[src/rtl/selfcomp_leak_monitor.sv]
// selfcomp_leak_monitor: watches two redundant SE copies issued by the same
// start pulse and reports whether their result handshakes landed on
// different cycles (timing leak), whether the results differed, and whether
// either copy stalled past the watchdog limit.
module selfcomp_leak_monitor #(
   parameter int DATA_W  = 128,
   parameter int CNT_W   = 8,
   parameter int TIMEOUT = 200
) (
   input  logic              clock,
   input  logic              reset,
   input  logic              start,
   input  logic              validOne,
   input  logic [DATA_W-1:0] resultOne,
   input  logic              validTwo,
   input  logic [DATA_W-1:0] resultTwo,
   output logic              out_ready,
   output logic              busy,
   output logic [CNT_W-1:0]  skew,
   output logic              timingLeak,
   output logic              resultMismatch,
   output logic              timeout,
   output logic              timingLeakDone
);

   typedef enum logic [2:0] {
      S_IDLE, S_WAIT_BOTH, S_WAIT_TWO, S_WAIT_ONE, S_DONE
   } state_t;

   localparam logic [CNT_W-1:0] C_TO  = CNT_W'(TIMEOUT);
   localparam logic [CNT_W-1:0] C_MAX = '1;
   localparam logic [CNT_W-1:0] C_ONE = CNT_W'(1);

   state_t              r_state;
   logic                r_out_ready;
   logic                r_busy;
   logic [CNT_W-1:0]    r_skew;
   logic [CNT_W-1:0]    r_wdog;
   logic                r_leak;
   logic                r_mism;
   logic                r_tmo;
   logic                r_done;
   logic [DATA_W-1:0]   r_res_one;
   logic [DATA_W-1:0]   r_res_two;

   logic                w_hs_one;
   logic                w_hs_two;
   logic [CNT_W-1:0]    w_skew_inc;
   logic [CNT_W-1:0]    w_wdog_inc;

   // A handshake needs out_ready, which is only high in the wait states.
   assign w_hs_one   = validOne & r_out_ready;
   assign w_hs_two   = validTwo & r_out_ready;
   // Both counters saturate rather than wrap.
   assign w_skew_inc = (r_skew == C_MAX) ? r_skew : r_skew + C_ONE;
   assign w_wdog_inc = (r_wdog == C_MAX) ? r_wdog : r_wdog + C_ONE;

   // Control FSM; every output is a register updated alongside the state.
   always_ff @(posedge clock or negedge reset) begin
      if (!reset) begin
         r_state     <= S_IDLE;
         r_out_ready <= 1'b0;
         r_busy      <= 1'b0;
         r_skew      <= '0;
         r_wdog      <= '0;
         r_leak      <= 1'b0;
         r_mism      <= 1'b0;
         r_tmo       <= 1'b0;
         r_done      <= 1'b0;
         r_res_one   <= '0;
         r_res_two   <= '0;
      end else begin
         r_done <= 1'b0;
         case (r_state)
            S_IDLE: begin
               if (start) begin
                  r_state     <= S_WAIT_BOTH;
                  r_out_ready <= 1'b1;
                  r_busy      <= 1'b1;
                  r_skew      <= '0;
                  r_wdog      <= '0;
                  r_leak      <= 1'b0;
                  r_mism      <= 1'b0;
                  r_tmo       <= 1'b0;
               end
            end
            S_WAIT_BOTH: begin
               r_wdog <= w_wdog_inc;
               if (w_hs_one && w_hs_two) begin
                  r_res_one   <= resultOne;
                  r_res_two   <= resultTwo;
                  r_skew      <= '0;
                  r_mism      <= (resultOne != resultTwo);
                  r_state     <= S_DONE;
                  r_out_ready <= 1'b0;
                  r_done      <= 1'b1;
               end else if (w_hs_one) begin
                  r_res_one <= resultOne;
                  r_skew    <= C_ONE;
                  r_state   <= S_WAIT_TWO;
               end else if (w_hs_two) begin
                  r_res_two <= resultTwo;
                  r_skew    <= C_ONE;
                  r_state   <= S_WAIT_ONE;
               end else if (w_wdog_inc >= C_TO) begin
                  // Neither copy answered: no leak verdict, no compare.
                  r_tmo       <= 1'b1;
                  r_state     <= S_DONE;
                  r_out_ready <= 1'b0;
                  r_done      <= 1'b1;
               end
            end
            S_WAIT_TWO: begin
               // Repeat handshakes from copy one are ignored here.
               if (w_hs_two) begin
                  r_res_two   <= resultTwo;
                  r_leak      <= 1'b1;
                  r_mism      <= (r_res_one != resultTwo);
                  r_state     <= S_DONE;
                  r_out_ready <= 1'b0;
                  r_done      <= 1'b1;
               end else begin
                  r_skew <= w_skew_inc;
                  if (w_skew_inc >= C_TO) begin
                     r_tmo       <= 1'b1;
                     r_leak      <= 1'b1;
                     r_state     <= S_DONE;
                     r_out_ready <= 1'b0;
                     r_done      <= 1'b1;
                  end
               end
            end
            S_WAIT_ONE: begin
               // Repeat handshakes from copy two are ignored here.
               if (w_hs_one) begin
                  r_res_one   <= resultOne;
                  r_leak      <= 1'b1;
                  r_mism      <= (resultOne != r_res_two);
                  r_state     <= S_DONE;
                  r_out_ready <= 1'b0;
                  r_done      <= 1'b1;
               end else begin
                  r_skew <= w_skew_inc;
                  if (w_skew_inc >= C_TO) begin
                     r_tmo       <= 1'b1;
                     r_leak      <= 1'b1;
                     r_state     <= S_DONE;
                     r_out_ready <= 1'b0;
                     r_done      <= 1'b1;
                  end
               end
            end
            S_DONE: begin
               // Single verdict cycle; a start here is dropped.
               r_state <= S_IDLE;
               r_busy  <= 1'b0;
            end
            default: begin
               r_state     <= S_IDLE;
               r_out_ready <= 1'b0;
               r_busy      <= 1'b0;
            end
         endcase
      end
   end

   assign out_ready      = r_out_ready;
   assign busy           = r_busy;
   assign skew           = r_skew;
   assign timingLeak     = r_leak;
   assign resultMismatch = r_mism;
   assign timeout        = r_tmo;
   assign timingLeakDone = r_done;

endmodule

[config.mk]
export PLATFORM = sky130hd
export DESIGN_NAME = selfcomp_leak_monitor
export DESIGN_NICKNAME = d
export VERILOG_FILES = /design/src/rtl/selfcomp_leak_monitor.sv
export SDC_FILE = /design/constraint.sdc
export NUM_CORES = 1
export LEC_CHECK = 0
export BUFFER_PORTS_ARGS = -buffer_cell sky130_fd_sc_hd__buf_2
export CORE_ASPECT_RATIO = 1.4
export CORE_MARGIN = 2
export CORE_UTILIZATION = 40
export CTS_BUF_LIST = sky130_fd_sc_hd__clkbuf_16
export CTS_CLUSTER_DIAMETER = 200
export DETAILED_ROUTE_END_ITERATION = 8
export PLACE_DENSITY_LB_ADDON = 0.12
export REMOVE_ABC_BUFFERS = 1
export SLEW_MARGIN = 40
export SYNTH_ARGS = -nofsm -noshare
export SYNTH_HDL_FRONTEND = slang
export SYNTH_SLANG_ARGS = --single-unit
[constraint.sdc]
create_clock -name clock -period 5.6 [get_ports clock]
set_input_delay 0.84 -clock clock [delete_from_list [all_inputs] [get_ports clock]]
set_output_delay 0.84 -clock clock [all_outputs]
set_load 0.02 [all_outputs]
==> impl_metrics.env <==
export IMPL_synth_fa_ha_area_frac=0.00480
export IMPL_fin_area_um2=18600
export IMPL_ir_drop_v=0.000233
export IMPL_grt_pass1_vias=12982
export IMPL_crit_path_end="resultMismatch$_DFFE_PN0P_"
export IMPL_placed_area_um2=17600
export IMPL_io_buffers=274
export IMPL_clock_sinks=281
export IMPL_cts_buffer_depth=3
export IMPL_async_flop_share=1.00
export IMPL_post_synth_top_count_cell="dfrtp_1"
export IMPL_fin_crit_sh=0.665
export IMPL_endpoint_kind="flop"
export IMPL_synth_area_per_cell_um2=10.5
export IMPL_drive_gt1_frac=0.300
export IMPL_dieHeight_um=238
export IMPL_final_util=0.482
export IMPL_synth_edf_count=0
export IMPL_cts_htree_levels=1
export IMPL_cp_required_ns=6.04
export IMPL_r2r_slack_ns=1.87
export IMPL_drcViolationCount=0
export IMPL_synth_xor_area_frac=0.136
export IMPL_power_density_nw_per_um2=493
export IMPL_hold_ws_ns=0.150
export IMPL_start_util=0.406
export IMPL_io_pins=275
export IMPL_rsz0062_at_grt="no"
export IMPL_syn2layout_area_growth_pct=18.9
export IMPL_cts_resized=0
export IMPL_synth_top_family_by_area="multiplexers"
export IMPL_finalNetCount=2013
export IMPL_die_area_um2=40700
export IMPL_die_w_um=171
export IMPL_crit_arrival_ns=4.17
export IMPL_yosysSeqAreaShare=0.450
export IMPL_yosys_area_share_simple=0.101
export IMPL_viasPerCell=5.49
export IMPL_synth_warnings=0
export IMPL_skew_ns=0.0212
export IMPL_setup_viol=0
export IMPL_syn_inst=1482
export IMPL_ys_seq_elements=281
export IMPL_synth_top_cell_area_share=0.450
export IMPL_period_minus_slack_ns=3.73
export IMPL_grt_pass1_wl_mm=82.2
export IMPL_synth_compound_area_frac=0.108
export IMPL_hpwl_mm=43.1
export IMPL_worst_pin_slew_ns=0.751
export IMPL_slew_violations=0
export IMPL_slew_limit_headroom=0.495
export IMPL_max_freq_ghz=0.268
export IMPL_via_count=12633
export IMPL_synth_common_cells="dfrtp_1, mux2_2, xor2_1"
export IMPL_leakage_nw=8.20
export IMPL_cts_setup_buffers=0
export IMPL_status="finished, final reports clean"
export IMPL_overflow=0
export IMPL_critPathLaunch="r_state[1]$_DFFE_PN0P_"
export IMPL_r2r_cells=10
export IMPL_clk_pin_slew_ns=0.06
export IMPL_cts_root_buffer="clkbuf_16"
export IMPL_muxShareOfSynthArea=0.161
export IMPL_power_mw=9.16
export IMPL_cts_buffers=31
export IMPL_avgRoutedWirePerCell_um=24.3
export IMPL_grt_antenna_before_repair=7
export IMPL_drt_iter0_markers=914
export IMPL_clock_latency_ns=0.59
export IMPL_totalWireLength_mm=56.0
export IMPL_antenna_left=0
export IMPL_grt_max_degree=148
export IMPL_yosysUniqueCellTypes=60
export IMPL_grt_usage=0.275
export IMPL_netlist_area_um2=15600
export IMPL_hold_class="in2async"
export IMPL_drv_cap=0
export IMPL_r2r_end="resultMismatch$_DFFE_PN0P_"
export IMPL_cp_start_kind="flop"
export IMPL_dr_pass1_iters=5
export IMPL_crit_fanout=19
export IMPL_tritoncts="done"
export IMPL_holdBufCountCts=0
export IMPL_place_gp_congestion=0.882
export IMPL_synth_top_cell_by_area="dfrtp_1"
export IMPL_regToRegStartpoint="r_state[1]$_DFFE_PN0P_"
export IMPL_core_area_um2=38500
export IMPL_critical_path_class="reg2reg"
export IMPL_yosys_top_cells_area="dfrtp_1, mux2_2, xor2_1"
export IMPL_finalHoldViolCount=0
export IMPL_synth_ff_type="dfrtp_1"
export IMPL_rows=85
export IMPL_tns_ns=0
==> per-stage QoR <==
step / setup slack (ns) / std cells
4_1_cts: 1.83 / 2292
2_1_floorplan: -3.18 / 1427
6_report: 1.87 / 2300
5_1_grt: 1.59 / 2297
3_5_place_dp: 1.85 / 2234
3_3_place_gp: 1.81 / 2233
==> cells by family (layout without fill, tap and decap cells) <==
| kind of cell | Yosys count | in the layout |
|---|---|---|
| xor gates and xnor gates | 243 | 243 |
| buffers and inverters | 154 | 443 |
| and+or+nand+nor | 314 | 314 |
| muxes | 227 | 227 |
| DFF | 281 | 281 |
| other | 0 | 7 |
| AOI/OAI and AO/OA | 257 | 257 |
| adders and majority gates | 6 | 6 |
==> how the worst min path moves through the flow <==
stage	to	slack (ns)
6_report	r_res_two[40]$_DFFE_PN0P_	0.15
3_5_place_dp	flop	0.48
4_1_cts	r_res_two[40]$_DFFE_PN0P_	0.14
3_3_place_gp	flop	0.47
5_1_grt	r_res_two[56]$_DFFE_PN0P_	0.16
2_1_floorplan	flop	0.45
==> power by group <==
part | total (mW) | leakage [nW] | switching, mW | internal, mW
sequential | 3.69 | 3.41 | 0.674 | 3.02
clock | 1.92 | 0.470 | 0.875 | 1.04
combinational | 3.55 | 4.32 | 1.87 | 1.67
total | 9.16 | 8.20 | 3.42 | 5.74
==> area by class of cell <==
class | instances | area (µm²)
Multi-Input combinational cell | 1047 | 8020
Sequential cell | 281 | 7030
Antenna cell | 7 | 17.5
Timing Repair Buffer | 286 | 1560
Clock inverter | 27 | 141
Fill cell | 3779 | 19900
Inverter | 99 | 372
Tap cell | 522 | 653
Clock buffer | 31 | 776
==> worst max-delay path, stage by stage (launching register included) <==
cell and delay [ns]:
dfrtp_1 0.64, nand3b_1 0.66, buf_4 0.41, buf_4 0.18
mux2i_1 0.12, a32o_1 0.19, or4_1 0.50, nor4_1 0.20
nand4_1 0.13, nor4_1 0.44, o41ai_1 0.11
==> per-layer routing <==
layer | global-route usage | share of wire | vias up
li1 | - | - | 5817
met3 | 0.0461 | 0.060 | 94
met1 | 0.326 | 0.38 | 6294
met5 | 0 | 0.00036 | -
met2 | 0.482 | 0.51 | 424
met4 | 0.128 | 0.046 | 4
==> layout by cell type (no fill, tap or decap), types with 6 or more instances in the layout <==
cell and n:
dfrtp_1 281, buf_2 273, mux2_2 196, xor2_1 127, nand2_1 121, xnor2_1 116, inv_1 105, o21ai_0 90
nor4_1 41, nand4_1 38, o22ai_1 33, a21oi_1 31, mux2i_1 31, clkbuf_16 31, nand3_1 24, nor2_1 23
nor3_1 16, clkinv_1 14, nand2b_1 12, o221ai_1 11, nor2b_1 10, a31oi_1 9, a222oi_1 8, a2111oi_0 8
a221oi_1 8, diode_2 7, o211ai_1 7, o2bb2ai_1 7, ha_1 6, buf_4 6
Power figures use the tool's default switching activity.
